[src/rtl/arb2in1_ctrl.sv]
// Two-requester round-robin arbiter feeding a single-entry valid/ready output register.
// Optional per-requester statistics (o_cnt0, o_cnt1, o_stall) are built when ARB2_STATS_EN is defined.
module arb2in1_ctrl #(
  parameter int unsigned DATA_W    = 32,
  parameter bit          PRIO_INIT = 1'b0
) (
  input  logic              i_clk,
  input  logic              i_rst_n,
  input  logic              i_req0,
  input  logic [DATA_W-1:0] i_dat0,
  output logic              o_ack0,
  input  logic              i_req1,
  input  logic [DATA_W-1:0] i_dat1,
  output logic              o_ack1,
  output logic              o_control,
  output logic              o_valid,
  output logic [DATA_W-1:0] o_dat,
  output logic              o_src,
  input  logic              i_ready
`ifdef ARB2_STATS_EN
  ,
  output logic [15:0]       o_cnt0,
  output logic [15:0]       o_cnt1,
  output logic              o_stall
`endif
);

  logic              last_gnt_q, last_gnt_d;
  logic              valid_q, valid_d;
  logic [DATA_W-1:0] dat_q, dat_d;
  logic              src_q, src_d;
  logic              can_load, sel, load;

`ifdef ARB2_STATS_EN
  logic [15:0] cnt0_q, cnt0_d;
  logic [15:0] cnt1_q, cnt1_d;
  logic        stall_q, stall_d;
`endif

  always_comb begin
    // NOTE: every always_comb output gets a default first so no path can infer a latch.
    sel = last_gnt_q;
    unique case ({i_req1, i_req0})
      2'b01:   sel = 1'b0;
      2'b10:   sel = 1'b1;
      2'b11:   sel = ~last_gnt_q;
      default: sel = last_gnt_q;
    endcase

    can_load = !valid_q || i_ready;
    // Acks are held low while reset is asserted so no producer retires a word that is being discarded.
    o_ack0 = i_rst_n && can_load && i_req0 && (sel == 1'b0);
    o_ack1 = i_rst_n && can_load && i_req1 && (sel == 1'b1);
    load   = o_ack0 || o_ack1;

    last_gnt_d = last_gnt_q;
    valid_d    = valid_q;
    dat_d      = dat_q;
    src_d      = src_q;
    if (load) begin
      // A load on a draining edge overwrites the old word, which is what gives full throughput.
      last_gnt_d = sel;
      valid_d    = 1'b1;
      dat_d      = sel ? i_dat1 : i_dat0;
      src_d      = sel;
    end else if (valid_q && i_ready) begin
      valid_d = 1'b0;
    end

`ifdef ARB2_STATS_EN
    cnt0_d  = (o_ack0 && cnt0_q != 16'hFFFF) ? cnt0_q + 16'd1 : cnt0_q;
    cnt1_d  = (o_ack1 && cnt1_q != 16'hFFFF) ? cnt1_q + 16'd1 : cnt1_q;
    stall_d = (i_req0 || i_req1) && !load;
`endif
  end

  // NOTE: sequential state uses non-blocking assignments so all flops update from pre-edge values.
  always_ff @(posedge i_clk or negedge i_rst_n) begin
    if (!i_rst_n) begin
      last_gnt_q <= ~PRIO_INIT;
      valid_q    <= 1'b0;
      dat_q      <= '0;
      src_q      <= 1'b0;
`ifdef ARB2_STATS_EN
      cnt0_q     <= '0;
      cnt1_q     <= '0;
      stall_q    <= 1'b0;
`endif
    end else begin
      last_gnt_q <= last_gnt_d;
      valid_q    <= valid_d;
      dat_q      <= dat_d;
      src_q      <= src_d;
`ifdef ARB2_STATS_EN
      cnt0_q     <= cnt0_d;
      cnt1_q     <= cnt1_d;
      stall_q    <= stall_d;
`endif
    end
  end

  assign o_control = sel;
  assign o_valid   = valid_q;
  assign o_dat     = dat_q;
  assign o_src     = src_q;

`ifdef ARB2_STATS_EN
  assign o_cnt0  = cnt0_q;
  assign o_cnt1  = cnt1_q;
  assign o_stall = stall_q;
`endif

endmodule

[config.mk]
export PLATFORM = sky130hd
export DESIGN_NAME = arb2in1_ctrl
export DESIGN_NICKNAME = d
export VERILOG_FILES = /design/src/rtl/arb2in1_ctrl.sv
export SDC_FILE = /design/constraint.sdc
export NUM_CORES = 1
export LEC_CHECK = 0
export ABC_CLOCK_PERIOD_IN_PS = 2500
export CORE_MARGIN = 4
export CORE_UTILIZATION = 42
export DETAILED_ROUTE_END_ITERATION = 7
export PLACE_DENSITY = 0.86
export SLEW_MARGIN = 20
export SYNTH_ARGS = -nofsm -noshare
export SYNTH_HDL_FRONTEND = slang
export SYNTH_SLANG_ARGS = --single-unit
[constraint.sdc]
create_clock -name i_clk -period 2.5 [get_ports i_clk]
set_clock_uncertainty 0.05 [all_clocks]
set_input_delay 0.25 -clock i_clk [delete_from_list [all_inputs] [get_ports i_clk]]
set_output_delay 0.25 -clock i_clk [all_outputs]
set_load 0.01 [all_outputs]
==> implementation parameters, run 1 <==
Parameter                              Value

Route
  Sum of routed wire length over all layers ... approximately 6.3 mm
  DR vias ... 2133
  DRT antenna net count ... 0
  DRC violation total after the first TritonRoute iteration ... slightly above 200
  Count of unresolved DRC violations after routing ... 0
  Router iterations before antenna repair ... 4
  Avg WL per Cell ... 17.6 um
  Number of vias per cell ... 5.99

Placement
  I/O Buffers ... 105
  Hpwl dp ... about 4.2 mm
  Pre-CTS setup slack ... a little over 0.5 ns
  Global placer's final weighted congestion ... around 0.8

Worst setup path
  Worst r2r path cells ... 3
  Worst endpoint data arrival time ... slightly below 2 ns
  Required time of the critical path ... between 2 and 2.5 ns
  Flop-to-flop setup slack ... ~0.86 ns
  Capture instance of the worst register-to-register path ... o_dat[20]
  CP max FO ... 18
  Critical path class ... primary input to output pin
  Worst Setup Start Kind ... primary input
  Origin of the critical flop-to-flop path ... last_gnt_q
  CP Capture Type ... output pin

Power and ir drop
  Internal portion of total power ... 1.39 mW
  Combinational Power Share ... approximately 40%
  Proportion of total power due to net switching ... a little under a third
  Peak ir drop on the vdd network ... 0.382 mV
  Ratio of total power to cell area ... 671 nW/um^2
  Clock group share of total power ... between 20 and 25%
  Sequential share of power ... between 30 and 40%
  Leakage ... ~1.1 nW
  Switching component of the power ... 0.653 mW

STA
  Rel. slew slack ... 55.5%
  Max-slew violation count ... 0
  Setup Total Neg Slack ... 0 ns
  Worst-margin pin slew ... ~0.67 ns
  Hold Violations, Final ... 0
  Fin crit period ... approximately 2.2 ns
  Final worst path period share ... 89.5%
  Finish-stage setup viols ... 0
  Setup slack of the critical path after layout ... 0.263 ns
  Smallest hold slack ... around 0.36 ns
  Fmax achieved ... approximately 450 MHz
  Setup repair after global routing missed its margin ... false

Floorplanning
  Overall die area ... 5680 um^2
  Number of top-level design ports ... 106
  Area of the core ... roughly 4400 um^2
  Die Y-Extent ... 75.4 um
  Starting density of the core ... a little over two fifths
  Number of rows in the core area ... 24
  Die span in x ... 75.4 um

Synth
  Post-synth cell types ... 21
  Total of warnings raised by yosys ... 0
  Proportion of synthesized chip area in sequential cells ... a little under half
  Per-instance average area after synthesis ... about 9 um^2
  Number of synthesized register bits ... 35
  Post-Syn Nets ... 279
  Cells after Synth ... 210
  Post-synthesis instance area ... ~1900 um^2

CTS
  Clock Path Buffers ... 2
  Clock buffer count from CTS ... 5
  Clock tree from TritonCTS ... done
  Clock transition at the registers of the reported paths ... about 0.070 ns
  Post-CTS Resized ... 0
  Setup repair bufs after CTS ... 0
  CTS Root Buffer Type ... sky130_fd_sc_hd__clkbuf_8
  Insertion delay of the later-clocked pin in the worst-skew pair ... 0.29 ns
  Post-cts hold buffer count ... 1
  CTS HTree Levels ... 2
  TritonCTS sink count ... 35

Final layout
  Most common library cell in the layout ignoring fill and taps ... sky130_fd_sc_hd__clkdlybuf4s50_1
  Number of antenna repair diodes ... 0
  Post-layout utilization of the core ... 69.5%
  Commonest cells after routing, fill and taps aside ... 104 x sky130_fd_sc_hd__clkdlybuf4s50_1, 54 x sky130_fd_sc_hd__a31oi_1, 34 x sky130_fd_sc_hd__o21ai_0, 34 x sky130_fd_sc_hd__dfrtp_1, 33 x sky130_fd_sc_hd__nand3_1
  Layout cells sized above 1 ... about a tenth
  Layout net count ... 372
  Synthesis-to-layout area growth ... 60.0%

Global routing
  Initial antenna violation count ... 0
  Number of global-route vias before repair ... between 2000 and 2500
  Global-route wire length before repair ... just over 9 mm
  Total Routing Usage GR ... ~21%
  Largest net degree at the start of global routing ... 35
  Total global routing overflow ... 0

Min path
  Worst min path class ... primary input to async pin

Status
  Outcome ... finished clean

Flow run
  Count of maximum capacitance violations ... 0
[metrics by stage]
step	cells	area [um^2]	total power [mW]
2_1_floorplan	210	1910	1.15
3_3_place_gp	347	2940	1.57
3_5_place_dp	347	2940	1.60
4_1_cts	356	3050	2.06
5_1_grt	356	3050	2.15
6_report	356	3050	2.05
[flip-flops by register name, summed over array words and instances (netlist names)]
name / cells
last_gnt_q: 1
o_dat: 32
o_src: 1
o_valid: 1
[final cells by class]
type | instances | area (um^2)
clock buffers | 8 | 100
fillers | 364 | 1340
inverters | 3 | 11.3
multi-input cells | 143 | 872
flip-flops and latches | 35 | 877
well taps | 52 | 65.1
repair buffers | 115 | 1120
[synthesized netlist by cell type]
| cell type | count | share of area (%) |
|---|---|---|
| sky130_fd_sc_hd__nand2_1 | 2 | 0.39 |
| sky130_fd_sc_hd__nand2b_1 | 1 | 0.33 |
| sky130_fd_sc_hd__or2_1 | 1 | 0.33 |
| sky130_fd_sc_hd__clkbuf_1 | 21 | 4.1 |
| sky130_fd_sc_hd__nand3_1 | 33 | 8.7 |
| sky130_fd_sc_hd__buf_2 | 1 | 0.26 |
| sky130_fd_sc_hd__and3_1 | 1 | 0.33 |
| sky130_fd_sc_hd__dfrtp_1 | 34 | 45 |
| sky130_fd_sc_hd__dfstp_2 | 1 | 1.4 |
| sky130_fd_sc_hd__nor2_1 | 2 | 0.39 |
| sky130_fd_sc_hd__nand4_1 | 1 | 0.33 |
| sky130_fd_sc_hd__a31oi_2 | 10 | 6.6 |
| sky130_fd_sc_hd__buf_1 | 2 | 0.39 |
| sky130_fd_sc_hd__a21boi_0 | 1 | 0.39 |
| sky130_fd_sc_hd__inv_1 | 3 | 0.59 |
| sky130_fd_sc_hd__and3_4 | 1 | 0.59 |
| sky130_fd_sc_hd__a31oi_1 | 54 | 18 |
| sky130_fd_sc_hd__o21ai_0 | 34 | 8.9 |
| sky130_fd_sc_hd__buf_6 | 5 | 3.0 |
| sky130_fd_sc_hd__or2_2 | 1 | 0.33 |
| sky130_fd_sc_hd__and2_1 | 1 | 0.33 |
[logic make-up (layout without fill, tap and decap cells)]
| kind of cell | after synthesis | in the layout | share of synthesized area, % |
|---|---|---|---|
| compound gates | 99 | 99 | 33.6 |
| buf+inv | 32 | 126 | 8.34 |
| flops | 35 | 35 | 46.0 |
| simple gates | 44 | 44 | 12.0 |
[metal layers]
metal  GRT usage (%)  up-vias  part of all wire [%]
met5               0        -                     0
met2            37.1       99                    51
met1            26.4     1039                    38
met3            5.54        5                    10
met4            6.21        0                  0.73
li1                -      990                     -
[how the worst max path moves through the flow]
stage                 start     end  slack, ns  depth (start not counted)
detailed placement  i_ready  o_ack1       0.50                          5
global placement    i_ready  o_ack1       0.53                          5
floorplan           o_valid  o_ack1       1.03                          5
CTS                 i_rst_n  o_ack1       0.25                          5
finish              i_rst_n  o_ack1       0.26                          5
global route        i_rst_n  o_ack1       0.13                          5
[power by group through the flow]
stage / registers [mW] / clock network (mW) / logic (mW)
4_1_cts: 0.766 / 0.463 / 0.826
5_1_grt: 0.781 / 0.487 / 0.886
6_report: 0.766 / 0.457 / 0.823
2_1_floorplan: 0.829 / 0 / 0.316
3_5_place_dp: 0.777 / 0 / 0.821
3_3_place_gp: 0.768 / 0 / 0.807
[critical path, cell delays in order]
cell	delay, ns
sky130_fd_sc_hd__dlygate4sd3_1	0.52
sky130_fd_sc_hd__buf_2	0.34
sky130_fd_sc_hd__nand4_1	0.20
sky130_fd_sc_hd__inv_1	0.09
sky130_fd_sc_hd__clkdlybuf4s50_1	0.53
Note: power is estimated with default switching activity, not from simulation.
==> run 2, diff against run 1 <==
Settings changed: ABC_CLOCK_PERIOD_IN_PS 2500 to default, RECOVER_POWER from default to 25, SLEW_MARGIN 20 to default.
==> implementation parameters, run 2 (synthesized netlist as in run 1, its figures left out) <==
Parameter                              Value

Global routing
  Initial antenna violation count ... 0
  Largest net degree at the start of global routing ... 35
  Global-route wire length before repair ... a little over 9 mm
  Total global routing overflow ... 0
  Number of global-route vias before repair ... 2030
  Total Routing Usage GR ... a little over a fifth

Power and ir drop
  Sequential share of power ... a little under two fifths
  Internal portion of total power ... 1.39 mW
  Peak ir drop on the vdd network ... approximately 0.38 mV
  Clock group share of total power ... 22.3%
  Proportion of total power due to net switching ... a little under a third
  Leakage ... ~1.1 nW
  Combinational Power Share ... 40.2%
  Switching component of the power ... approximately 0.65 mW
  Ratio of total power to cell area ... approximately 670 nW/um^2

CTS
  Clock transition at the registers of the reported paths ... 0.07 ns
  CTS Root Buffer Type ... sky130_fd_sc_hd__clkbuf_8
  Clock Path Buffers ... 2
  Clock buffer count from CTS ... 5
  Clock tree from TritonCTS ... done
  CTS HTree Levels ... 2
  TritonCTS sink count ... 35
  Insertion delay of the later-clocked pin in the worst-skew pair ... 0.29 ns

Worst setup path
  Critical path's slowest cell ... sky130_fd_sc_hd__clkdlybuf4s50_1
  Cells along the critical path ... dlygate4sd3_1, buf_2, nand4_1, inv_1, clkdlybuf4s50_1
  Worst endpoint data arrival time ... around 1.9 ns
  Critical path's top delay family ... buffers and inverters
  Required time of the critical path ... about 2.2 ns
  CP max FO ... 18
  Worst Setup Start Kind ... primary input
  Critical path class ... primary input to output pin
  Critical path buffer and inverter count ... 4
  Max stage delay on crit path ... about 0.53 ns
  CP Capture Type ... output pin

Final layout
  Number of antenna repair diodes ... 0
  Commonest cells after routing, fill and taps aside ... 104 x sky130_fd_sc_hd__clkdlybuf4s50_1, 54 x sky130_fd_sc_hd__a31oi_1, 34 x sky130_fd_sc_hd__o21ai_0, 34 x sky130_fd_sc_hd__dfrtp_1, 33 x sky130_fd_sc_hd__nand3_1
  Post-layout utilization of the core ... approximately 70%
  Max reg flops ... 32
  Most common library cell in the layout ignoring fill and taps ... sky130_fd_sc_hd__clkdlybuf4s50_1
  Synthesis-to-layout area growth ... 59.9%
  Layout net count ... approximately 370
  Post-route standard cell area excluding fillers ... approximately 3000 um^2
  Layout cells sized above 1 ... 10.2%

Route
  Router iterations before antenna repair ... 4
  Sum of routed wire length over all layers ... 6.27 mm
  DRC violation total after the first TritonRoute iteration ... 205
  Number of vias per cell ... 6.03
  Count of unresolved DRC violations after routing ... 0
  DRT antenna net count ... 0
  Avg WL per Cell ... ~18 um
  DR vias ... around 2100

STA
  Setup slack of the critical path after layout ... 0.266 ns
  Finish-stage setup viols ... 0
  Fmax achieved ... around 450 MHz
  Final worst path period share ... about nine tenths
  Rel. slew slack ... approximately 56%
  Fin crit period ... 2.23 ns
  Setup repair after global routing missed its margin ... false
  Setup Total Neg Slack ... 0 ns
  Hold Violations, Final ... 0
  Worst-margin pin slew ... between 0.6 and 0.7 ns
  Max-slew violation count ... 0

Floorplanning
  Die span in x ... approximately 75 um
  Starting density of the core ... ~43%
  Number of top-level design ports ... 106
  Number of rows in the core area ... 24
  Overall die area ... around 5700 um^2
  Die Y-Extent ... around 75 um
  Area of the core ... 4380 um^2

Status
  Outcome ... finished clean

Placement
  Pre-CTS setup slack ... between 0.5 and 0.6 ns
  I/O Buffers ... approximately 110
  Placement-stage cell area ... between 2000 and 3000 um^2
  Global placer's final weighted congestion ... around 0.79
  Hpwl dp ... approximately 4.2 mm

Flow run
  Count of maximum capacitance violations ... 0

Min path
  Worst min path class ... primary input to async pin
==> run 2: cell types whose count changed in the layout (fill, tap and decap cells not counted), sizes merged <==
cell    delta
clkbuf     +1
buf        -1
==> run 2: path summary, 6_finish.rpt <==
| check | start | to | slack [ns] | cells after the start |
|---|---|---|---|---|
| max | i_rst_n | o_ack1 | 0.27 | 5 |
| min | i_rst_n | o_dat[9] | 0.36 | 2 |
| max reg2reg | last_gnt_q | o_dat[20] | 0.86 | 3 |
| min reg2reg | last_gnt_q | last_gnt_q | 0.48 | 2 |
| max in group asynchronous | i_rst_n | o_dat[31] | 1.10 | 3 |
| min in group i_clk | i_dat1[9] | o_dat[9] | 0.48 | 3 |
==> run 2: routing by layer <==
layer	up-vias	global-route usage (%)	wire length, um
met5	-	0	0
met4	0	6.21	46
met3	5	5.54	683
met2	106	37.1	3210
met1	1045	26.4	2330
li1	991	-	-
==> run 2: layout make-up <==
class / instances / area (um^2)
timing repair buffer: 115 / 1120
multi-input combinational: 143 / 872
inverter: 3 / 11.3
sequential: 35 / 877
fill: 365 / 1340
tap: 52 / 65.1
clock buffer: 8 / 100
==> run 2: what timing repair did <==
item | in CTS | in global routing
buffers inserted | 0 | 0
hold buffers | 1 | 0
resized for setup | 0 | 0
endpoints found under the hold margin | 7 | 0
==> run 2: power groups by stage <==
stage	Clock, mW	Combinational [mW]	Sequential, mW
6_report	0.456	0.822	0.766
5_1_grt	0.487	0.886	0.781
4_1_cts	0.463	0.826	0.766
3_5_place_dp	0	0.821	0.777
3_3_place_gp	0	0.807	0.768
2_1_floorplan	0	0.316	0.829
==> run 2: per-stage QoR <==
step | total power [mW] | instances | hold slack (ns)
floorplan | 1.15 | 210 | -0.0956
global placement | 1.57 | 347 | 0.125
detailed placement | 1.60 | 347 | 0.128
CTS | 2.06 | 356 | 0.360
global route | 2.15 | 356 | 0.372
finish | 2.04 | 356 | 0.360
==> run 2: worst register-to-register path: stages (launching register included) <==
cell and delay, ns:
sky130_fd_sc_hd__dfstp_2 0.57, sky130_fd_sc_hd__or2_2 0.56, sky130_fd_sc_hd__nand3_1 0.19, sky130_fd_sc_hd__a31oi_2 0.20
==> run 3, diff against run 2 <==
Settings changed: CORE_UTILIZATION 42 to 39, PLACE_DENSITY 0.86 to 0.81.
Clock period 2.5 ns to 2.3 ns, I/O delays scaled along.
==> implementation parameters, run 3 (synthesized netlist as in run 1, its figures left out) <==
Parameter                              Value

Global routing
  Initial antenna violation count ... 0
  Largest net degree at the start of global routing ... 42
  Total Routing Usage GR ... a little over a fifth
  Global-route wire length before repair ... approximately 10 mm
  Number of global-route vias before repair ... approximately 2000
  Total global routing overflow ... 0

Final layout
  Commonest cells after routing, fill and taps aside ... 104 x sky130_fd_sc_hd__clkdlybuf4s50_1, 54 x sky130_fd_sc_hd__a31oi_1, 34 x sky130_fd_sc_hd__o21ai_0, 34 x sky130_fd_sc_hd__dfrtp_1, 33 x sky130_fd_sc_hd__nand3_1
  Synthesis-to-layout area growth ... 60.9%
  Layout net count ... between 300 and 400
  Most common library cell in the layout ignoring fill and taps ... sky130_fd_sc_hd__clkdlybuf4s50_1
  Number of antenna repair diodes ... 0
  Layout cells sized above 1 ... under 10%
  Post-route standard cell area excluding fillers ... 3070 um^2
  Max reg flops ... 32
  Filler cell count in the final layout ... just over 400

Status
  Outcome ... finished clean

CTS
  Clock transition at the registers of the reported paths ... around 0.070 ns
  CTS Root Buffer Type ... sky130_fd_sc_hd__clkbuf_8
  Clock buffer count from CTS ... 5
  Insertion delay of the later-clocked pin in the worst-skew pair ... ~0.27 ns
  TritonCTS sink count ... 35
  CTS HTree Levels ... 2
  Clock Path Buffers ... 2
  Clock tree from TritonCTS ... done

STA
  Max-slew violation count ... 0
  Finish-stage setup viols ... 0
  Final worst path period share ... 90.0%
  Worst-margin pin slew ... roughly 0.64 ns
  Hold Violations, Final ... 0
  Setup Total Neg Slack ... 0 ns
  Fin crit period ... slightly above 2 ns
  Setup repair after global routing missed its margin ... false
  Fmax achieved ... approximately 480 MHz
  Rel. slew slack ... 57.5%

Worst setup path
  Capture instance of the worst register-to-register path ... o_dat[22]
  Critical path class ... primary input to flop
  Origin of the critical flop-to-flop path ... last_gnt_q
  CP Capture Type ... flop
  Cells along the critical path ... dlygate4sd3_1, clkbuf_1, buf_4, and3_4, a31oi_2
  Origin of the worst setup path ... i_rst_n
  Max stage delay on crit path ... 0.57 ns
  Logic depth of the worst setup path including buffers ... 5
  Critical path's top delay family ... buffers and inverters
  Flop-to-flop setup slack ... slightly below 0.7 ns
  Worst Setup Start Kind ... primary input
  CP max FO ... 41
  Worst endpoint data arrival time ... ~2.2 ns
  Required time of the critical path ... 2.39 ns
  Critical path buffer and inverter count ... 3
  Critical path's slowest cell ... sky130_fd_sc_hd__and3_4
  Worst r2r path cells ... 3
  End of the critical path ... o_dat[22]

Floorplanning
  Number of rows in the core area ... 25
  Starting density of the core ... about 40%
  Number of top-level design ports ... 106
  Die Y-Extent ... between 70 and 80 um
  Die span in x ... ~78 um
  Area of the core ... between 4000 and 5000 um^2
  Overall die area ... ~6100 um^2

Route
  Sum of routed wire length over all layers ... 6.45 mm
  Number of vias per cell ... 5.81
  Router iterations before antenna repair ... 5
  DR vias ... around 2200
  Avg WL per Cell ... roughly 17 um
  DRT antenna net count ... 0
  Count of unresolved DRC violations after routing ... 0
  DRC violation total after the first TritonRoute iteration ... slightly below 200

Power and ir drop
  Clock group share of total power ... 22.2%
  Combinational Power Share ... about 40%
  Leakage ... ~1.1 nW
  Proportion of total power due to net switching ... about a third
  Peak ir drop on the vdd network ... ~0.34 mV
  Sequential share of power ... ~38%
  Switching component of the power ... roughly 0.7 mW
  Internal portion of total power ... 1.51 mW
  Overall power after layout ... roughly 2.2 mW
  Ratio of total power to cell area ... approximately 720 nW/um^2

Min path
  Worst min path class ... primary input to flop
  Worst hold stages ... 3

Placement
  Hpwl dp ... between 4 and 5 mm
  Global placer's final weighted congestion ... a little under 0.8
  Placement-stage cell area ... a little under 3000 um^2
  I/O Buffers ... 105

Flow run
  Count of maximum capacitance violations ... 0
[run 3: cell counts in the layout (fill, tap and decap cells not counted)]
Identical to the previous run, type by type.
[run 3: layout make-up]
cell class	count	area, um^2	share of cell area, %
Clock buffer	8	100	3.26
Tap cell	67	83.8	2.73
Timing Repair Buffer	115	1120	36.6
Multi-Input combinational cell	143	872	28.4
Inverter	3	11.3	0.367
Sequential cell	35	877	28.6
[run 3: through the flow]
step	util [%]	worst slack [ns]	cells	hold WS, ns
final	64.9	0.231	371	0.472
after global routing	64.9	0.0839	371	0.480
after floorplan	-	0.837	210	-0.116
after detailed placement	62.6	0.384	362	0.228
after global placement	62.6	0.370	362	0.223
after CTS	65.0	0.223	371	0.469
[run 3: routing by layer]
metal | vias up | track usage (%) | part of all wire (%)
met2 | 119 | 32.7 | 46
met1 | 1037 | 28.5 | 43
met5 | - | 0 | 0
met4 | 0 | 5.77 | 1.4
li1 | 989 | - | -
met3 | 10 | 6.15 | 10
[run 3: timing repair]
action	4_1_cts	5_1_grt
hold buffers	1	0
resized for setup	0	0
endpoints found under the hold margin	34	0
setup buffers	0	0
[run 3: worst min-delay path by stage]
stage                from        end  slack [ns]
2_1_floorplan     i_rst_n   o_dat[0]       -0.12
6_report        i_dat1[8]   o_dat[8]        0.47
3_3_place_gp      i_rst_n    o_valid        0.22
3_5_place_dp      i_rst_n      o_src        0.23
4_1_cts        i_dat1[13]  o_dat[13]        0.47
5_1_grt        i_dat0[12]  o_dat[12]        0.48
[run 3: power groups by stage]
stage                     sequential [mW]  clock, mW  combinational [mW]
final                               0.830      0.490               0.893
after global routing                0.850      0.523               0.964
after CTS                           0.830      0.498               0.898
after detailed placement            0.842          0               0.893
after global placement              0.836          0               0.878
after floorplan                     0.901          0               0.343
[run 3: worst register-to-register path, cell delays in order, from the launching register on]
cell                      delay (ns)
sky130_fd_sc_hd__dfstp_2        0.57
sky130_fd_sc_hd__or2_2          0.53
sky130_fd_sc_hd__nand3_1        0.18
sky130_fd_sc_hd__a31oi_2        0.21
==> RTL change: new RTL, settings of run 3 <==
`dat_q` no longer has a reset.
--- a/src/rtl/arb2in1_ctrl.sv
+++ b/src/rtl/arb2in1_ctrl.sv
@@ -80,5 +80,4 @@
       last_gnt_q <= ~PRIO_INIT;
       valid_q    <= 1'b0;
-      dat_q      <= '0;
       src_q      <= 1'b0;
 `ifdef ARB2_STATS_EN
@@ -90,5 +89,4 @@
       last_gnt_q <= last_gnt_d;
       valid_q    <= valid_d;
-      dat_q      <= dat_d;
       src_q      <= src_d;
 `ifdef ARB2_STATS_EN
@@ -98,4 +96,8 @@
 `endif
     end
+  end
+
+  always_ff @(posedge i_clk) begin
+    dat_q <= dat_d;
   end
 
Check against the original RTL: differs if i_rst_n is asserted again (counterexample within 4 cycles, from zero or initial values and one cycle with i_rst_n low); with i_rst_n held inactive, the same outputs for 10 cycles.
==> RTL change against run 3 <==
Worst hold slack got worse by 0.27 ns; first-iteration DRC count decreased by 93%; count of clock-buffer cells in the layout decreased by 3; wire length decreased by 33%; area after synthesis decreased by 20%; fmax decreased by 2.6%; sequential cell count unchanged; final area decreased by 11%; setup slack got worse by 0.055 ns; critical path type is now in -> out.
Power is not compared: it rests on default switching activity, and its combinational part moved more than twofold at a synthesized area within 25%.
==> RTL change: results (changes against run 3) <==
* Hold WS at 0.206 ns (-0.266 ns)
* Met3 routed WL at 331 microns (-48%)
* Post-CTS resize count at 0 (unchanged)
* Layout cells sized above 1 at 0.242 (+0.144)
* Largest net degree at the start of global routing at 33 (-21%)
* Synth cell types at 16 (-24%)
* Leakage at 1.00 nW
* Ys flop type: edfxtp_1
* Met2 Routed Length at 2420 microns (-18%)
* Number of I/O port buffers at 105 (unchanged)
* Wire per inst at 17.5 microns (+0.96%)
* Clock Latency Late Sink at approximately 0.28 ns
* EDFF count, synth at 32 (+32)
* Iter 0 DRT Violations at 14 (-93%)
* Seq/Total Area, Yosys at 0.682 (+0.221)
* Filler Cell Count at 263 (-36%)
* First-pass GRT wire length at 6440 microns (-38%)
* Initial antenna violation count at 0 (unchanged)
* Root Buffer Master: clkbuf_8
* Worst reg2reg setup slack at 0.55 ns (-0.13 ns)
* Uppermost layer routed: met4
* Metal-1 WL at 1450 microns (-47%)
* Inserted Clock Buffers at 5 (unchanged)
* DRT Pass-1 Iters at 4 (-1)
* Post-DP HPWL at 3520 microns (-17%)
* M3 GR Usage at 0.0561 (-0.00537)
* HP Class: in -> async
* Routed vias at 1,167 (-46%)
* M2 GR Usage at 0.341 (+0.0139)
* Outcome: complete, no violations
* Rel. slew slack at 0.732 (+0.156)
* H-tree depth at 2 (unchanged)
* Met1 usage at 0.163 (-0.121)
* GRT Overall Usage at 0.175 (-0.0350)
* P_seq at roughly 790 uW
* Synth area leaders: edfxtp_1 (63%), mux2_2 (24%), dfrtp_1 (3.3%)
* Async set-reset flop share out of synthesis at 0.0857 (-0.914)
* Synth cell count leaders: mux2_2 (33), edfxtp_1 (32), buf_6 (3)
* Reg clk slew, reported paths at approximately 0.060 ns
* Crit path arrival time at 1.84 ns (-0.31 ns)
* RePlAce Congestion at 0.800 (+2.8%)
* Synth warn at 0 (unchanged)
* Crit-path slowest cell: dlygate4sd3_1
* Delay-heaviest family, CP: buffers and inverters
* Placed Area at 0.00263 sq mm (-11%)
* Post-CTS Hold Buffers at 0 (-1)
* Net count of the mapped netlist at 153 (-45%)
* Critical Path Max Stage Delay at 0.69 ns (+0.12 ns)
* Layout Nets at 266 (-28%)
* CP max FO at 7 (-83%)
-- RTL change: cell types whose count changed after synthesis, moves of 10 or more --
cell	delta
a31oi_2	-10
dfrtp_1	-32
o21ai_0	-33
a31oi_1	-54
nand3_1	-32
clkbuf_1	-21
edfxtp_1	+32
mux2_2	+33
-- RTL change: worst register-to-register path: stages (launching register included) --
cell	delay [ns]
dfstp_2	0.57
nand2_1	0.11
o21ai_2	0.12
buf_4	0.28
mux2_2	0.37
-- RTL change: through the flow --
step,util,setup WS (ns),cells
3_5_place_dp,0.707,0.250,238
3_3_place_gp,0.707,0.327,238
5_1_grt,0.736,0.0897,246
4_1_cts,0.736,0.245,246
2_1_floorplan,-,0.593,84
6_report,0.736,0.176,246
-- RTL change: area by class of cell --
type	instances	area share
Clock buffer	5	0.0251
Clock inverter	3	0.0142
Inverter	2	0.00274
Multi-Input combinational cell	44	0.162
Sequential cell	35	0.379
Tap cell	48	0.0219
Timing Repair Buffer	109	0.395
-- RTL change: path summary, 6_finish.rpt --
kind | from | to | depth (start not counted)
hold reg to reg | o_src$_DFFE_PN0P_ | o_src$_DFFE_PN0P_ | 1
min in group i_clk | o_src$_DFFE_PN0P_ | o_src$_DFFE_PN0P_ | 1
max in group asynchronous | i_rst_n | last_gnt_q$_DFFE_PN1P_ | 1
hold / removal | i_rst_n | o_src$_DFFE_PN0P_ | 1
setup / recovery | i_rst_n | o_ack1 | 4
setup reg to reg | last_gnt_q$_DFFE_PN1P_ | o_dat[29]$_DFFE_PP_ | 4
-- RTL change: logic make-up after synthesis --
logic type             after synthesis  synth area share
DFF                                 35             0.682
and+or+nand+nor                      6            0.0214
muxes                               33             0.244
AOI/OAI and AO/OA                    5            0.0255
buffers and inverters                5            0.0271
